### src/rtl/cic_decimator_mc_if.sv
// AXI-stream style sample bus for the multi-channel CIC decimator:
// one input stream, and one output stream tagged with its channel index.
interface cic_decimator_mc_if #(
    parameter int WIDTH     = 16,
    parameter int OUT_WIDTH = 16,
    parameter int CW        = 1
);
    logic [WIDTH-1:0]     input_tdata;
    logic                 input_tvalid;
    logic                 input_tready;
    logic [OUT_WIDTH-1:0] output_tdata;
    logic [CW-1:0]        output_tchan;
    logic                 output_tvalid;
    logic                 output_tready;

    modport master (
        output input_tdata, input_tvalid, output_tready,
        input  input_tready, output_tdata, output_tchan, output_tvalid
    );

    modport slave (
        input  input_tdata, input_tvalid, output_tready,
        output input_tready, output_tdata, output_tchan, output_tvalid
    );
endinterface

### src/rtl/cic_decimator_mc.sv
// Time-interleaved CIC decimator: per-channel integrator/comb state, round-robin
// channel order, per-group rate/shift latching and a saturating registered output.
module cic_decimator_mc #(
    parameter int WIDTH     = 16,
    parameter int CHANNELS  = 2,
    parameter int RMAX      = 8,
    parameter int M         = 1,
    parameter int N         = 3,
    parameter int REG_WIDTH = WIDTH + $clog2((RMAX * M) ** N),
    parameter int OUT_WIDTH = WIDTH,
    parameter int CW        = (CHANNELS > 1) ? $clog2(CHANNELS) : 1,
    localparam int RATE_W   = $clog2(RMAX + 1),
    localparam int SHIFT_W  = $clog2(REG_WIDTH)
) (
    input  logic                clk,
    input  logic                rst,
    cic_decimator_mc_if.slave   axis,
    input  logic [RATE_W-1:0]   rate,
    input  logic [SHIFT_W-1:0]  shift,
    output logic                overflow
);
    typedef logic signed [REG_WIDTH-1:0] acc_t;

    localparam logic [RATE_W-1:0]  RATE_ONE  = RATE_W'(1);
    localparam logic [RATE_W-1:0]  RATE_MAX  = RATE_W'(RMAX);
    localparam logic [SHIFT_W-1:0] SHIFT_MAX = SHIFT_W'(REG_WIDTH - 1);
    localparam acc_t OUT_MAX = acc_t'((64'sd1 <<< (OUT_WIDTH - 1)) - 64'sd1);
    localparam acc_t OUT_MIN = acc_t'(-(64'sd1 <<< (OUT_WIDTH - 1)));

    acc_t int_q [CHANNELS][N];
    acc_t int_d [CHANNELS][N];
    acc_t dly_q [CHANNELS][N][M];
    acc_t dly_d [CHANNELS][N][M];

    logic [CW-1:0]        chan_cnt_q, chan_cnt_d;
    logic [RATE_W-1:0]    phase_cnt_q, phase_cnt_d;
    logic [RATE_W-1:0]    rate_reg_q, rate_reg_d;
    logic [SHIFT_W-1:0]   shift_reg_q, shift_reg_d;
    logic [OUT_WIDTH-1:0] out_data_q, out_data_d;
    logic [CW-1:0]        out_chan_q, out_chan_d;
    logic                 out_valid_q, out_valid_d;
    logic                 overflow_q, overflow_d;

    logic                 in_ready, accept, latch, decim;
    logic [RATE_W-1:0]    rate_sel, rate_eff;
    logic [SHIFT_W-1:0]   shift_sel, shift_eff;
    acc_t                 in_ext, comb_x, scaled;

    // A decimating sample may only be taken when the output register can accept it.
    always_comb begin
        in_ready = (phase_cnt_q != '0) | !out_valid_q | axis.output_tready;
        accept   = axis.input_tvalid & in_ready;
        decim    = accept & (phase_cnt_q == '0);
        latch    = decim & (chan_cnt_q == '0);

        rate_sel = rate;
        if (rate == '0) begin
            rate_sel = RATE_ONE;
        end else if (rate > RATE_MAX) begin
            rate_sel = RATE_MAX;
        end
        shift_sel = (shift > SHIFT_MAX) ? SHIFT_MAX : shift;

        rate_eff  = latch ? rate_sel : rate_reg_q;
        shift_eff = latch ? shift_sel : shift_reg_q;
    end

    always_comb begin
        int_d       = int_q;
        dly_d       = dly_q;
        chan_cnt_d  = chan_cnt_q;
        phase_cnt_d = phase_cnt_q;
        rate_reg_d  = rate_reg_q;
        shift_reg_d = shift_reg_q;
        out_data_d  = out_data_q;
        out_chan_d  = out_chan_q;
        out_valid_d = out_valid_q;
        overflow_d  = overflow_q;
        in_ext      = acc_t'($signed(axis.input_tdata));
        comb_x      = '0;

        if (accept) begin
            for (int c = 0; c < CHANNELS; c++) begin
                if (chan_cnt_q == CW'(c)) begin
                    int_d[c][0] = int_q[c][0] + in_ext;
                    for (int k = 1; k < N; k++) begin
                        int_d[c][k] = int_q[c][k] + int_q[c][k-1];
                    end
                    // Combs consume the integrator output as it stood before this sample.
                    if (decim) begin
                        comb_x = int_q[c][N-1];
                        for (int k = 0; k < N; k++) begin
                            for (int j = M - 1; j > 0; j--) begin
                                dly_d[c][k][j] = dly_q[c][k][j-1];
                            end
                            dly_d[c][k][0] = comb_x;
                            comb_x = comb_x - dly_q[c][k][M-1];
                        end
                    end
                end
            end

            if (latch) begin
                rate_reg_d  = rate_sel;
                shift_reg_d = shift_sel;
            end

            if (chan_cnt_q == CW'(CHANNELS - 1)) begin
                chan_cnt_d  = '0;
                phase_cnt_d = (phase_cnt_q == rate_eff - RATE_ONE) ? '0 : phase_cnt_q + RATE_ONE;
            end else begin
                chan_cnt_d = chan_cnt_q + CW'(1);
            end
        end

        scaled = comb_x >>> shift_eff;

        if (decim) begin
            out_valid_d = 1'b1;
            out_chan_d  = chan_cnt_q;
            if (scaled > OUT_MAX) begin
                out_data_d = OUT_MAX[OUT_WIDTH-1:0];
                overflow_d = 1'b1;
            end else if (scaled < OUT_MIN) begin
                out_data_d = OUT_MIN[OUT_WIDTH-1:0];
                overflow_d = 1'b1;
            end else begin
                out_data_d = scaled[OUT_WIDTH-1:0];
            end
        end else if (axis.output_tready) begin
            out_valid_d = 1'b0;
        end
    end

    always_ff @(posedge clk or posedge rst) begin
        if (rst) begin
            int_q       <= '{default: '0};
            dly_q       <= '{default: '0};
            chan_cnt_q  <= '0;
            phase_cnt_q <= '0;
            rate_reg_q  <= RATE_ONE;
            shift_reg_q <= '0;
            out_data_q  <= '0;
            out_chan_q  <= '0;
            out_valid_q <= 1'b0;
            overflow_q  <= 1'b0;
        end else begin
            int_q       <= int_d;
            dly_q       <= dly_d;
            chan_cnt_q  <= chan_cnt_d;
            phase_cnt_q <= phase_cnt_d;
            rate_reg_q  <= rate_reg_d;
            shift_reg_q <= shift_reg_d;
            out_data_q  <= out_data_d;
            out_chan_q  <= out_chan_d;
            out_valid_q <= out_valid_d;
            overflow_q  <= overflow_d;
        end
    end

    assign axis.input_tready  = in_ready;
    assign axis.output_tdata  = out_data_q;
    assign axis.output_tchan  = out_chan_q;
    assign axis.output_tvalid = out_valid_q;
    assign overflow           = overflow_q;
endmodule

### src/flat_wrapper.sv
// flat-port wrapper written by rule: the top's interface ports become plain ports
module cic_decimator_mc_flat 
#(
    parameter int WIDTH     = 16,
    parameter int CHANNELS  = 2,
    parameter int RMAX      = 8,
    parameter int M         = 1,
    parameter int N         = 3,
    parameter int REG_WIDTH = WIDTH + $clog2((RMAX * M) ** N),
    parameter int OUT_WIDTH = WIDTH,
    parameter int CW        = (CHANNELS > 1) ? $clog2(CHANNELS) : 1,
    localparam int RATE_W   = $clog2(RMAX + 1),
    localparam int SHIFT_W  = $clog2(REG_WIDTH)
)
  (clk, rst, rate, shift, overflow, axis_input_tdata, axis_input_tvalid, axis_output_tready, axis_input_tready, axis_output_tdata, axis_output_tchan, axis_output_tvalid);
  cic_decimator_mc_if #(.WIDTH(WIDTH), .OUT_WIDTH(OUT_WIDTH), .CW(CW)) axis_i ();
  input  logic clk;
  input  logic rst;
  input  logic [RATE_W-1:0] rate;
  input  logic [SHIFT_W-1:0] shift;
  output logic overflow;
  input wire logic [$bits(axis_i.input_tdata)-1:0] axis_input_tdata;
  input wire logic [$bits(axis_i.input_tvalid)-1:0] axis_input_tvalid;
  input wire logic [$bits(axis_i.output_tready)-1:0] axis_output_tready;
  output wire logic [$bits(axis_i.input_tready)-1:0] axis_input_tready;
  output wire logic [$bits(axis_i.output_tdata)-1:0] axis_output_tdata;
  output wire logic [$bits(axis_i.output_tchan)-1:0] axis_output_tchan;
  output wire logic [$bits(axis_i.output_tvalid)-1:0] axis_output_tvalid;
  assign axis_i.input_tdata = axis_input_tdata;
  assign axis_i.input_tvalid = axis_input_tvalid;
  assign axis_i.output_tready = axis_output_tready;
  assign axis_input_tready = axis_i.input_tready;
  assign axis_output_tdata = axis_i.output_tdata;
  assign axis_output_tchan = axis_i.output_tchan;
  assign axis_output_tvalid = axis_i.output_tvalid;
  cic_decimator_mc #(.WIDTH(WIDTH), .CHANNELS(CHANNELS), .RMAX(RMAX), .M(M), .N(N), .REG_WIDTH(REG_WIDTH), .OUT_WIDTH(OUT_WIDTH), .CW(CW)) u_core (.clk(clk), .rst(rst), .axis(axis_i), .rate(rate), .shift(shift), .overflow(overflow));
endmodule
### config.mk
export PLATFORM = sky130hd
export DESIGN_NAME = cic_decimator_mc_flat
export DESIGN_NICKNAME = d
export VERILOG_FILES = /design/src/rtl/cic_decimator_mc_if.sv /design/src/rtl/cic_decimator_mc.sv /design/src/flat_wrapper.sv
export SDC_FILE = /design/constraint.sdc
export NUM_CORES = 1
export LEC_CHECK = 0
export BUFFER_PORTS_ARGS = -buffer_cell sky130_fd_sc_hd__buf_2
export CORE_ASPECT_RATIO = 1.5
export CORE_MARGIN = 5
export CORE_UTILIZATION = 35
export DETAILED_ROUTE_END_ITERATION = 8
export PLACE_DENSITY = 0.47
export SKIP_LAST_GASP = 1
export SLEW_MARGIN = 20
export SYNTH_ARGS = -nofsm -noshare
export SYNTH_HDL_FRONTEND = slang
export SYNTH_SLANG_ARGS = --single-unit
### constraint.sdc
create_clock -name clk -period 16.6 [get_ports clk]
set_clock_uncertainty 0.05 [all_clocks]
set_input_delay 0.83 -clock clk [delete_from_list [all_inputs] [get_ports clk]]
set_output_delay 0.83 -clock clk [all_outputs]
set_load 0.05 [all_outputs]
==> impl_metrics.csv <==
group,metric,value,unit
synth,syn_area_per_cell,8.21,sq um
critical_path,cp.arrival,9.22,ns
clocking,hold_buffers,0,
placed_design,dpl.hpwl,55.1,mm
synth,synth.distinct_cells,91,
clocking,clockBufferDepth,3,
finish,final_core_util,38.7,%
clocking,cts_sinks,333,
synth,synth_flop_cell,"dfrtp_1",
synth,ys_ff_latch,333,
global_route,gr-usage-all-layers,17.4,%
global_route,grt_max_degree,173,
timing,worst_slew_pin_slew,0.968,ns
synth,synth_mux_area_share,1.82,%
finish,drive_gt1_share,6.23,%
critical_path,crit_family,"compound AO/OA/AOI/OAI gates",
synth,syn_area,26600,sq um
finish,syn2layout_area_growth,10.3,%
global_route,grt_pass1_vias,22800,
synth,yosysWarningCount,0,
global_route,grt.overflow.total,0,
route,detail_route.first_pass.iterations,5,
critical_path,r2r_slack,7.78,ns
clocking,clk_pin_slew,0.06,ns
floorplanning,start_util,35.1,%
timing,fin_setup_tns,0,ns
synth,async_reset_ff_share,100,%
synth,synthAdderAreaFrac,14.6,%
timing,rsz0062_at_grt,"no",
timing,max_freq,113,MHz
floorplanning,die_x,235,microns
clocking,cts_made_buffers,41,
finish,nets,3590,
route,wire_per_inst,16.5,microns
critical_path,cp-startpoint,"u_core.dly_q[51]",
finish,antenna_cells,0,
synth,synth_xor_area_share,7.11,%
critical_path,reg2reg_from,"u_core.dly_q[51]",
route,antenna_left,0,
hold_path,hp-class,"input pin to async pin",
route,drt_iter0_drc,960,
timing,period_share,53.1,%
critical_path,path_max_fanout,16,
clocking,cts_tree,"built",
timing,drv_slew,0,
timing,slew_headroom,35.5,%
route,via_per_inst,5.18,
clocking,post_cts_resize_count,0,
synth,synth_top_family_by_area,"compound AO/OA/AOI/OAI gates",
critical_path,critPathRequiredTime,17.00,ns
placed_design,gp_congestion,0.938,
global_route,grt_pass1_wl,119,mm
global_route,antenna_found_initial,0,
route,drt-total-wl,71.0,mm
flow_run,maxCapViolCount,0,
critical_path,start_kind,"flop",
placed_design,port_buffers,48,
synth,synth_top_cells_by_area,"dfrtp_1 31%, ha_1 14%, o21ai_0 8.1%, nand2_1 6.5%, xnor2_1 3.7%",
timing,setup_viol,0,
synth,synth_top_area_share,31.2,%
clocking,post_cts_buffers,0,
status,status,"completed",
route,drc,0,
synth,syn-num-nets,3575,
floorplanning,core_area,75900,sq um
critical_path,crit_type,"flop to flop",
critical_path,crit_buf_inv,2,
synth,synth_compound_area_share,23.8,%
synth,synth_edf_count,0,
critical_path,crit_path_frequent_cell,"o21ai_0",
floorplanning,dieArea,81800,sq um
floorplanning,ios,49,
clocking,cts-root-buf,"clkbuf_16",
critical_path,cp_slowest_cell,"o41ai_1",
synth,seq_area_frac_synth,31.3,%
floorplanning,die-height,348,microns
route,dr_total_vias,22300,
critical_path,crit_path_end_kind,"flop",
clocking,htree_levels,2,
synth,netlist_instances,3243,
timing,layout_min_cycle_time,8.82,ns
synth,synth_top_area_cell,"dfrtp_1",
synth,synth-simple-area-share,16.3,%
critical_path,slowest_delay,0.61,ns
timing,hold_viol,0,
clocking,clk_latency,0.59,ns
floorplanning,rows,124,
-- cell families (layout without fill, tap and decap cells) --
family	after synthesis	count (layout)
muxes	45	45
DFF	333	333
xor gates and xnor gates	216	216
adders and majority gates	303	303
AOI/OAI and AO/OA	1009	1009
and+or+nand+nor	979	979
buffers and inverters	358	406
-- layout make-up --
class / instances / area, sq um
Sequential cell: 333 / 8330
Tap cell: 1008 / 1260
Clock buffer: 58 / 1160
Multi-Input combinational cell: 2552 / 17000
Timing Repair Buffer: 70 / 438
Clock inverter: 18 / 204
Fill cell: 7769 / 46500
Inverter: 260 / 983
-- cells in the mapped netlist, drive strengths merged (6+ instances only) --
| cell type | count |
|---|---|
| nor3 | 61 |
| mux2 | 18 |
| clkbuf | 86 |
| or2 | 6 |
| nor2 | 233 |
| buf | 12 |
| o31a | 9 |
| or3 | 32 |
| a311oi | 10 |
| xnor2 | 111 |
| ha | 291 |
| o211a | 16 |
| a21o | 63 |
| dfrtp | 332 |
| nor4 | 6 |
| a31oi | 22 |
| o22ai | 8 |
| o211ai | 47 |
| a21oi | 159 |
| nand2b | 41 |
| nor2b | 24 |
| o31ai | 27 |
| mux2i | 26 |
| a211oi | 42 |
| a22o | 9 |
| inv | 257 |
| nand2 | 460 |
| and2 | 16 |
| nand4 | 6 |
| and3 | 32 |
| fa | 12 |
| a41oi | 7 |
| o21bai | 13 |
| xor2 | 105 |
| nand3 | 44 |
| a31o | 10 |
| o21a | 36 |
| o21ba | 6 |
| a21boi | 38 |
| o21ai | 439 |
-- stage by stage --
stage          area [sq um]  instances  hold WS (ns)  setup slack (ns)
2_1_floorplan         26600       3243         0.400              6.50
3_3_place_gp          28000       4222         0.409              7.86
3_5_place_dp          28000       4222         0.403              7.86
4_1_cts               29300       4298         0.322              7.77
5_1_grt               29300       4299         0.357              6.91
6_report              29300       4299         0.302              7.78
-- worst reg2reg max path: cells and delay by family (launching register included) --
family / cells / cell delay [ns]
DFF: 1 / 0.37
xor gates and xnor gates: 1 / 0.19
adders and majority gates: 3 / 0.93
muxes: 3 / 1.17
AOI/OAI and AO/OA: 16 / 4.03
buffers and inverters: 2 / 0.17
and+or+nand+nor: 9 / 1.76
-- final timing paths --
path | endpoint | cells after the start
worst max-delay path | u_core.overflow | 34
worst min-delay path | u_core.int_q[133] | 2
worst max register to register | u_core.overflow | 34
worst min register to register | u_core.overflow | 1
max in group asynchronous | u_core.shift_reg_q[4] | 4
min in group clk | u_core.overflow | 1
-- per-layer routing --
layer,GRT usage [%],share of wire (%),vias to the layer above
li1,-,-,11400
met1,19.5,41,10500
met2,32.5,51,232
met3,1.92,2.3,129
met4,8.38,5.4,0
met5,0,0,-
-- cells in the final DEF, fill, tap and decap left out, drive strengths merged, types with 12 or more instances in the layout --
cell type,n
a31oi,22
a21oi,159
o211a,16
o211ai,47
nand3,44
clkbuf,58
o21ai,439
a211oi,42
or3,32
nor2b,24
o21bai,13
nand2b,41
a21boi,38
dfrtp,332
xor2,105
nand2,460
and2,16
mux2,18
nor3,61
inv,260
a21o,63
nor2,233
ha,291
xnor2,111
mux2i,26
and3,32
fa,12
buf,70
o31ai,27
o21a,36
-- registers in the layout, indices dropped and copies added, names as in the netlist, 4 cells and up --
| signal | cells |
|---|---|
| u_core.axis.output_tdata | 16 |
| u_core.dly_q | 150 |
| u_core.phase_cnt_q | 4 |
| u_core.shift_reg_q | 5 |
| u_core.int_q | 150 |
| u_core.rate_reg_q | 4 |
Power is left out: the tool's default activity adds up to more than one toggle a clock period on the data nets, which glitch-free logic cannot reach.
